==> config.mk <==
export PLATFORM = sky130hd
export DESIGN_NAME = lifo_drain_flat
export DESIGN_NICKNAME = d
export VERILOG_FILES = /design/src/rtl/lifo_drain_if.sv /design/src/rtl/lifo_drain.sv /design/src/flat_wrapper.sv
export SDC_FILE = /design/constraint.sdc
export NUM_CORES = 1
export LEC_CHECK = 0
export BUFFER_PORTS_ARGS = -buffer_cell sky130_fd_sc_hd__buf_4
export CAP_MARGIN = 20
export CORE_UTILIZATION = 47
export CTS_BUF_LIST = sky130_fd_sc_hd__clkbuf_8
export DETAILED_ROUTE_END_ITERATION = 7
export GPL_TIMING_DRIVEN = 0
export PLACE_DENSITY_LB_ADDON = 0.12
export SYNTH_ARGS = -nofsm -noshare
export SYNTH_HDL_FRONTEND = slang
export SYNTH_SLANG_ARGS = --single-unit
==> constraint.sdc <==
create_clock -name i_clk -period 3.4 [get_ports i_clk]
set_input_delay 0.51 -clock i_clk [delete_from_list [all_inputs] [get_ports i_clk]]
set_output_delay 0.51 -clock i_clk [all_outputs]
set_load 0.01 [all_outputs]
==> src/rtl/lifo_drain_if.sv <==
// Output stream of the LIFO pop sequencer: valid/ready handshake plus a last marker.
// The sequencer drives the master side; the downstream consumer uses the slave side.
interface lifo_drain_if #(
    parameter int WIDTH = 8
);
    logic [WIDTH-1:0] data;
    logic             valid;
    logic             ready;
    logic             last;

    modport master (output data, output valid, output last, input ready);
    modport slave  (input data, input valid, input last, output ready);
endinterface

==> src/rtl/lifo_drain.sv <==
// Pops up to len entries from an upstream LIFO and streams them out, absorbing the
// LIFO's one-cycle pop-to-data latency with a 2-entry buffer.
//   state   | meaning
//   IDLE    | waiting for start
//   DRAIN   | issuing pops while entries remain and the LIFO is non-empty
//   FLUSH   | no more pops; waiting for in-flight and buffered items to leave
//   DONE    | one-cycle completion pulse
module lifo_drain #(
    parameter int WIDTH = 8,
    parameter int CNT_W = 4
) (
    input  logic             i_clk,
    input  logic             i_reset,
    input  logic             i_start,
    input  logic [CNT_W-1:0] i_len,
    input  logic             i_lifo_empty,
    output logic             o_lifo_pop,
    input  logic [WIDTH-1:0] i_lifo_data,
    lifo_drain_if.master     m_if,
    output logic             o_busy,
    output logic             o_done,
    output logic             o_underrun,
    output logic [CNT_W-1:0] o_popped
);

    typedef enum logic [1:0] {
        S_IDLE  = 2'd0,
        S_DRAIN = 2'd1,
        S_FLUSH = 2'd2,
        S_DONE  = 2'd3
    } state_t;

    state_t           r_state;
    state_t           w_state_nxt;
    logic [CNT_W-1:0] r_remaining;
    logic [CNT_W-1:0] r_popped;
    logic             r_underrun;
    logic             r_inflight;
    logic             r_inflight_last;
    logic [WIDTH:0]   r_buf [0:1];
    logic             r_rd_ptr;
    logic             r_wr_ptr;
    logic [1:0]       r_occ;

    logic             w_xfer;
    logic [2:0]       w_level;
    logic [WIDTH:0]   w_head;
    logic             w_pop;
    logic             w_busy;
    logic             w_done;

    assign w_head     = r_buf[r_rd_ptr];
    assign m_if.valid = (r_occ != 2'd0);
    assign m_if.data  = w_head[WIDTH-1:0];
    assign m_if.last  = m_if.valid && w_head[WIDTH];
    assign w_xfer     = m_if.valid && m_if.ready;
    // Projected buffer fill after this edge if no new pop is issued.
    assign w_level    = {1'b0, r_occ} + {2'b00, r_inflight} - {2'b00, w_xfer};

    always_ff @(posedge i_clk) begin
        if (!i_reset) begin
            r_state <= S_IDLE;
        end else begin
            r_state <= w_state_nxt;
        end
    end

    always_comb begin
        w_state_nxt = r_state;
        case (r_state)
            S_IDLE: begin
                if (i_start) begin
                    w_state_nxt = (i_len == '0) ? S_FLUSH : S_DRAIN;
                end
            end
            S_DRAIN: begin
                if (r_remaining == '0 || i_lifo_empty) begin
                    w_state_nxt = S_FLUSH;
                end
            end
            S_FLUSH: begin
                if (!r_inflight && r_occ == 2'd0) begin
                    w_state_nxt = S_DONE;
                end
            end
            S_DONE: begin
                w_state_nxt = S_IDLE;
            end
            default: begin
                w_state_nxt = S_IDLE;
            end
        endcase
    end

    always_comb begin
        w_busy = 1'b0;
        w_done = 1'b0;
        w_pop  = 1'b0;
        case (r_state)
            S_DRAIN: begin
                w_busy = 1'b1;
                w_pop  = i_reset && !i_lifo_empty && (r_remaining != '0) && (w_level < 3'd2);
            end
            S_FLUSH: w_busy = 1'b1;
            S_DONE:  w_done = 1'b1;
            default: ;
        endcase
    end

    always_ff @(posedge i_clk) begin
        if (!i_reset) begin
            r_remaining     <= '0;
            r_popped        <= '0;
            r_underrun      <= 1'b0;
            r_inflight      <= 1'b0;
            r_inflight_last <= 1'b0;
            r_buf[0]        <= '0;
            r_buf[1]        <= '0;
            r_rd_ptr        <= 1'b0;
            r_wr_ptr        <= 1'b0;
            r_occ           <= 2'd0;
        end else begin
            r_inflight      <= w_pop;
            r_inflight_last <= w_pop && (r_remaining == CNT_W'(1));

            if (r_state == S_IDLE && i_start) begin
                r_remaining <= i_len;
                r_popped    <= '0;
                r_underrun  <= 1'b0;
            end else if (w_pop) begin
                r_remaining <= r_remaining - CNT_W'(1);
                r_popped    <= r_popped + CNT_W'(1);
            end

            if (r_state == S_DRAIN && r_remaining != '0 && i_lifo_empty) begin
                r_underrun <= 1'b1;
            end

            if (r_inflight) begin
                r_buf[r_wr_ptr] <= {r_inflight_last, i_lifo_data};
                r_wr_ptr        <= ~r_wr_ptr;
            end

            if (w_xfer) begin
                r_rd_ptr <= ~r_rd_ptr;
            end

            case ({r_inflight, w_xfer})
                2'b10:   r_occ <= r_occ + 2'd1;
                2'b01:   r_occ <= r_occ - 2'd1;
                default: r_occ <= r_occ;
            endcase
        end
    end

    assign o_lifo_pop = w_pop;
    assign o_busy     = w_busy;
    assign o_done     = w_done;
    assign o_underrun = r_underrun;
    assign o_popped   = r_popped;

endmodule

==> src/flat_wrapper.sv <==
// flat-port wrapper written by rule: the top's interface ports become plain ports
module lifo_drain_flat 
#(
    parameter int WIDTH = 8,
    parameter int CNT_W = 4
)
  (i_clk, i_reset, i_start, i_len, i_lifo_empty, o_lifo_pop, i_lifo_data, o_busy, o_done, o_underrun, o_popped, m_if_data, m_if_valid, m_if_last, m_if_ready);
  lifo_drain_if #(.WIDTH(WIDTH)) m_if_i ();
  input  logic i_clk;
  input  logic i_reset;
  input  logic i_start;
  input  logic [CNT_W-1:0] i_len;
  input  logic i_lifo_empty;
  output logic o_lifo_pop;
  input  logic [WIDTH-1:0] i_lifo_data;
  output logic o_busy;
  output logic o_done;
  output logic o_underrun;
  output logic [CNT_W-1:0] o_popped;
  output wire logic [$bits(m_if_i.data)-1:0] m_if_data;
  output wire logic [$bits(m_if_i.valid)-1:0] m_if_valid;
  output wire logic [$bits(m_if_i.last)-1:0] m_if_last;
  input wire logic [$bits(m_if_i.ready)-1:0] m_if_ready;
  assign m_if_data = m_if_i.data;
  assign m_if_valid = m_if_i.valid;
  assign m_if_last = m_if_i.last;
  assign m_if_i.ready = m_if_ready;
  lifo_drain #(.WIDTH(WIDTH), .CNT_W(CNT_W)) u_core (.i_clk(i_clk), .i_reset(i_reset), .i_start(i_start), .i_len(i_len), .i_lifo_empty(i_lifo_empty), .o_lifo_pop(o_lifo_pop), .i_lifo_data(i_lifo_data), .m_if(m_if_i), .o_busy(o_busy), .o_done(o_done), .o_underrun(o_underrun), .o_popped(o_popped));
endmodule
==> impl_metrics.env, run 1 <==
export IMPL_cts_max_level=2
export IMPL_gp_congestion=0.750
export IMPL_rsz0062_at_grt="false"
export IMPL_grt_max_degree=12
export IMPL_min_path_type="primary input to flip-flop"
export IMPL_clockBufferDepth=2
export IMPL_yosys_register_bits=36
export IMPL_ctsResizeCount=0
export IMPL_overflow=0
export IMPL_hpwlAfterDp_um=2310
export IMPL_setup_viol=0
export IMPL_drv_slew=0
export IMPL_synth_enable_flop_cells=18
export IMPL_antenna_cells=0
export IMPL_ys_warnings_count=0
export IMPL_yosys_cell_types_count=44
export IMPL_holdBufCountCts=0
export IMPL_vdd_ir_drop_max_mv=0.341
export IMPL_drive_above_1_share=0.290
export IMPL_syn_avg_cell_area_um2=11.0
export IMPL_setup_tns_ns=0
export IMPL_clock_sinks=36
export IMPL_synth_cell_area_mm2=0.00180
export IMPL_p_per_area_mw_per_mm2=563
export IMPL_slew_headroom=0.574
export IMPL_grt_pass1_vias=1372
export IMPL_core_mm2=0.00366
export IMPL_routed_wl_um=3250
export IMPL_required_ns=2.89
export IMPL_antenna_found_initial=0
export IMPL_cts_made_buffers=5
export IMPL_endpoint_kind="output pin"
export IMPL_wl_per_cell_um=12.7
export IMPL_via_per_inst=5.09
export IMPL_layout_min_cycle_time_ns=3.11
export IMPL_syn_nets=189
export IMPL_cp_arrival_ns=2.60
export IMPL_num_nets_final=231
export IMPL_grt_pass1_wl_um=5740
export IMPL_area_delta_synth_final_pct=23.9
export IMPL_critical_path_class="flip-flop to output pin"
export IMPL_ios=35
export IMPL_worst_slew_pin_slew_ns=0.632
export IMPL_hold_violations=0
export IMPL_drt_initial_drc_count=43
export IMPL_drcViolationCount=0
export IMPL_fin_worst_skew_ns=0.00333
export IMPL_clk_pin_slew_ns=0.07
export IMPL_fin_crit_sh=0.915
export IMPL_dieArea_mm2=0.00409
export IMPL_rows=22
export IMPL_cts_tree="yes"
export IMPL_async_reset_ff_frac=0
export IMPL_fp_dieW_um=64.0
export IMPL_syn_inst=164
export IMPL_grt_util_all_layers=0.188
export IMPL_start_util=0.493
export IMPL_cp_max_fo=10
export IMPL_ys_seq_area_frac=0.499
export IMPL_clockRootBuffer="clkbuf_8"
export IMPL_setup_ws_ns=0.288
export IMPL_synth_flop_cell="edfxtp_1"
export IMPL_cts_setup_buffers=0
export IMPL_die_h_um=64.0
export IMPL_critPathLaunchType="flip-flop"
export IMPL_port_buffers=34
export IMPL_cellLeakagePower_nw=0.976
export IMPL_clock_latency_ns=0.29
export IMPL_cap_violations=0
export IMPL_status="finished clean"
export IMPL_power_total_mw=1.26
export IMPL_via_count=1297
export IMPL_max_freq_mhz=321
export IMPL_post_place_ws_ns=0.619
export IMPL_drtPass1Iterations=4
export IMPL_ant_nets=0
==> stage by stage <==
stage	instance area (µm²)	cells	hold WS [ns]	util
finish	2230	255	0.445	0.610
CTS	2230	255	0.443	0.610
global route	2230	255	0.450	0.610
global placement	2120	246	0.453	0.579
floorplan	1800	164	0.465	-
detailed placement	2130	247	0.465	0.581
==> per-layer routing <==
metal / share of wire / GRT usage / up-vias
met4: 0.023 / 0.108 / 0
met1: 0.41 / 0.190 / 610
met3: 0.046 / 0.0446 / 7
met2: 0.52 / 0.348 / 26
met5: 0 / 0 / -
li1: - / - / 654
==> worst paths after layout <==
check | start | endpoint | slack [ns] | depth (start not counted)
hold reg to reg | u_core.o_underrun$_SDFFE_PN0P_ | u_core.o_underrun$_SDFFE_PN0P_ | 0.48 | 1
setup reg to reg | u_core.r_occ[1]$_SDFFE_PN0N_ | u_core.o_popped[1]$_SDFFE_PP0P_ | 0.88 | 11
setup / recovery | u_core.r_occ[1]$_SDFFE_PN0N_ | o_lifo_pop | 0.29 | 10
hold / removal | i_lifo_empty | u_core.o_underrun$_SDFFE_PN0P_ | 0.45 | 2
==> cell type report <==
class | instances | area (µm²)
flip-flops and latches | 36 | 901
clock inverters | 3 | 38.8
repair buffers | 35 | 263
clock buffers | 5 | 68.8
fillers | 311 | 1430
inverters | 7 | 26.3
well taps | 48 | 60.1
plain buffers | 7 | 36.3
multi-input cells | 114 | 841
==> synth_stat cells (2+ instances only) <==
library cell	n	area, µm²
inv_1	7	26.3
edfxtp_1	18	541
xnor2_1	4	35.0
nor2_1	11	41.3
a31oi_1	2	12.5
nor2b_1	2	12.5
nand2b_1	4	25.0
a21oi_1	2	10.0
o211ai_1	2	15.0
mux2_2	9	101
xor2_1	3	26.3
and2_1	22	138
ha_1	7	87.6
buf_2	2	10.0
dfxtp_1	18	360
clkbuf_1	4	15.0
o21ai_0	4	20.0
and3_1	2	12.5
a21bo_2	2	20.0
a21boi_1	2	15.0
nand2_1	10	37.5
nand4_1	2	12.5
nor4_1	2	12.5
mux2i_1	3	30.0
==> cells in the final DEF, fill, tap and decap left out, drive strengths merged, types with 2 or more instances in the layout <==
cell	n
nand2b	4
nor4	3
dfxtp	18
a31oi	2
nand4	2
xor2	3
mux2i	3
o211ai	2
xnor2	4
and3	2
nand2	11
ha	7
clkbuf	9
a21oi	3
inv	8
a21boi	2
a21bo	2
mux2	9
nor2b	2
nor2	11
and2	22
buf	38
o21ai	5
edfxtp	18
==> cells by family (layout without fill, tap and decap cells) <==
kind of cell,count (synthesis),in the layout,share of synthesized area
AO/OA/AOI/OAI,23,23,0.0936
XOR/XNOR,7,7,0.0340
buffers and inverters,14,57,0.0347
multiplexers,12,12,0.0728
flip-flops,36,36,0.499
AND/OR/NAND/NOR,64,64,0.206
adder cells (fa/ha/maj),8,8,0.0596
==> power by group <==
part	internal, mW	switching, mW	total [mW]
sequential	0.503	0.0353	0.538
combinational	0.167	0.187	0.354
clock	0.214	0.152	0.366
==> state kept, by name (all words and copies together), names as in the netlist, named ones only <==
signal                  count
u_core.r_remaining          4
u_core.r_inflight           1
u_core.r_rd_ptr             1
u_core.r_state              2
u_core.r_inflight_last      1
u_core.o_underrun           1
u_core.o_popped             4
u_core.r_wr_ptr             1
u_core.r_buf               18
u_core.r_occ                2
==> critical path: stages (launching register included) <==
cell      delay [ns]
dfxtp_1         0.33
buf_2           0.16
nor2_1          0.16
inv_1           0.09
nand2_1         0.12
nor2_1          0.08
fa_1            0.54
nand2b_1        0.11
nor4_4          0.38
buf_6           0.21
buf_4           0.13
Power figures use the tool's default switching activity.
==> inputs of run 2 (changes only) <==
--- a/config.mk
+++ b/config.mk
@@ -11,7 +11,7 @@
 export CTS_BUF_LIST = sky130_fd_sc_hd__clkbuf_8
 export DETAILED_ROUTE_END_ITERATION = 7
 export GPL_TIMING_DRIVEN = 0
-export PLACE_DENSITY_LB_ADDON = 0.12
+export PLACE_DENSITY_LB_ADDON = 0.08
 export SYNTH_ARGS = -nofsm -noshare
 export SYNTH_HDL_FRONTEND = slang
 export SYNTH_SLANG_ARGS = --single-unit
==> impl_metrics.env, run 2 (same netlist as run 1, synthesis figures left out) <==
export IMPL_final_cell_mix="buf_4, and2_1, dfxtp_1, edfxtp_1, nor2_1"
export IMPL_finalNonFillerCells=255
export IMPL_cts_max_level=2
export IMPL_fin_hold_ws_ns=0.463
export IMPL_clock_latency_ns=0.28
export IMPL_drtPass1Iterations=4
export IMPL_dieArea_mm2=0.00409
export IMPL_cp_arrival_ns=2.53
export IMPL_start_util=0.493
export IMPL_worstSetupPathDepth=10
export IMPL_clockRootBuffer="clkbuf_8"
export IMPL_holdBufCountCts=0
export IMPL_area_delta_synth_final_pct=22.3
export IMPL_hold_violations=0
export IMPL_critical_path_class="flip-flop to output pin"
export IMPL_antenna_cells=0
export IMPL_p_int_mw=0.806
export IMPL_clk_pin_slew_ns=0.07
export IMPL_worst_slew_pin_slew_ns=0.681
export IMPL_cts_setup_buffers=0
export IMPL_status="finished clean"
export IMPL_core_mm2=0.00366
export IMPL_clockBufferDepth=2
export IMPL_cap_violations=0
export IMPL_drcViolationCount=0
export IMPL_p_per_area_mw_per_mm2=526
export IMPL_via_count=1269
export IMPL_max_freq_mhz=329
export IMPL_ctsResizeCount=0
export IMPL_largest_register="u_core.r_buf"
export IMPL_fp_dieW_um=64.0
export IMPL_min_path_type="primary input to flip-flop"
export IMPL_hpwlAfterDp_um=2320
export IMPL_post_place_ws_ns=0.638
export IMPL_drv_slew=0
export IMPL_slowest_delay_ns=0.52
export IMPL_cts_made_buffers=5
export IMPL_rrSetupSlack_ns=0.93
export IMPL_hp_start="i_lifo_empty"
export IMPL_via_per_inst=4.98
export IMPL_crit_start="u_core.r_occ[1]$_SDFFE_PN0N_"
export IMPL_power_clock_fraction=0.236
export IMPL_grt_util_all_layers=0.180
export IMPL_place_inst=247
export IMPL_crit_chain="buf_2 > nor2_1 > inv_1 > nand2_1 > nor2_1 > fa_1 > nand2b_1 > nor4_4 > buf_6 > buf_4"
export IMPL_grt_pass1_wl_um=5490
export IMPL_setup_tns_ns=0
export IMPL_n_fill_cell=319
export IMPL_ant_nets=0
export IMPL_cp_top_family="simple AND/OR/NAND/NOR gates"
export IMPL_grt_max_degree=11
export IMPL_fin_crit_sh=0.894
export IMPL_setup_ws_ns=0.360
export IMPL_routed_wl_um=3130
export IMPL_num_nets_final=231
export IMPL_cts_tree="yes"
export IMPL_power_frac_seq=0.465
export IMPL_overflow=0
export IMPL_grt_pass1_vias=1262
export IMPL_layout_commonest_cell="buf_4"
export IMPL_cp_common_cell="nor2_1"
export IMPL_die_h_um=64.0
export IMPL_endpoint_kind="output pin"
export IMPL_p_comb_frac=0.300
export IMPL_setup_viol=0
export IMPL_rows=22
export IMPL_largest_reg_flops=18
export IMPL_layout_min_cycle_time_ns=3.04
export IMPL_gp_congestion=0.728
export IMPL_rsz0062_at_grt="false"
export IMPL_cp_max_fo=10
export IMPL_wl_per_cell_um=12.3
export IMPL_required_ns=2.89
export IMPL_path_buf_inv=4
export IMPL_vdd_ir_drop_max_mv=0.352
export IMPL_crit_slowest_cell="fa_1"
export IMPL_antenna_found_initial=0
export IMPL_r2r_start="u_core.r_occ[1]$_SDFFE_PN0N_"
export IMPL_drive_above_1_share=0.280
export IMPL_port_buffers=34
export IMPL_ios=35
export IMPL_power_switching_mw=0.354
export IMPL_critPathLaunchType="flip-flop"
export IMPL_sw_frac_of_total=0.305
export IMPL_cellLeakagePower_nw=0.965
export IMPL_cp_endpoint="o_lifo_pop"
export IMPL_fin_worst_skew_ns=0.00432
export IMPL_slew_headroom=0.541
export IMPL_clock_sinks=36
export IMPL_drt_initial_drc_count=55
export IMPL_reg2reg_to="u_core.o_popped[1]$_SDFFE_PP0P_"
export IMPL_r2r_cells=11
[run 2: worst min-delay path by stage]
stage | to | cells after the start | slack, ns
global placement | u_core.o_popped[3]$_SDFFE_PP0P_ | 2 | 0.46
CTS | u_core.o_underrun$_SDFFE_PN0P_ | 2 | 0.46
global route | u_core.o_underrun$_SDFFE_PN0P_ | 2 | 0.47
detailed placement | u_core.o_popped[3]$_SDFFE_PP0P_ | 2 | 0.47
finish | u_core.o_underrun$_SDFFE_PN0P_ | 2 | 0.46
floorplan | u_core.r_state[0]$_SDFFE_PN0P_ | 2 | 0.46
[run 2: cell type report]
| type | count | area (µm²) | share of cell area |
|---|---|---|---|
| plain buffers | 7 | 36.3 | 0.0164 |
| flip-flops and latches | 36 | 901 | 0.408 |
| clock buffers | 5 | 68.8 | 0.0312 |
| repair buffers | 35 | 263 | 0.119 |
| inverters | 7 | 26.3 | 0.0119 |
| multi-input cells | 114 | 841 | 0.381 |
| clock inverters | 3 | 11.3 | 0.00510 |
| well taps | 48 | 60.1 | 0.0272 |
[run 2: stage by stage]
stage	total power, mW	cell area [µm²]	util
floorplan	0.790	1800	-
global placement	0.885	2120	0.579
detailed placement	0.897	2130	0.581
CTS	1.17	2210	0.603
global route	1.24	2210	0.603
finish	1.16	2210	0.603
[run 2: routing by layer]
metal  track usage  wire length [µm]  up-vias
met2         0.316              1560       29
met3        0.0643               170        6
met5             0                 0        -
met1         0.191              1350      581
li1              -                 -      653
met4        0.0795                58        0
[run 2: power by group through the flow]
stage | clock network (mW) | logic, mW | registers, mW
floorplan | 0 | 0.249 | 0.541
global placement | 0 | 0.341 | 0.544
detailed placement | 0 | 0.349 | 0.548
CTS | 0.283 | 0.352 | 0.539
global route | 0.297 | 0.394 | 0.547
finish | 0.274 | 0.347 | 0.539
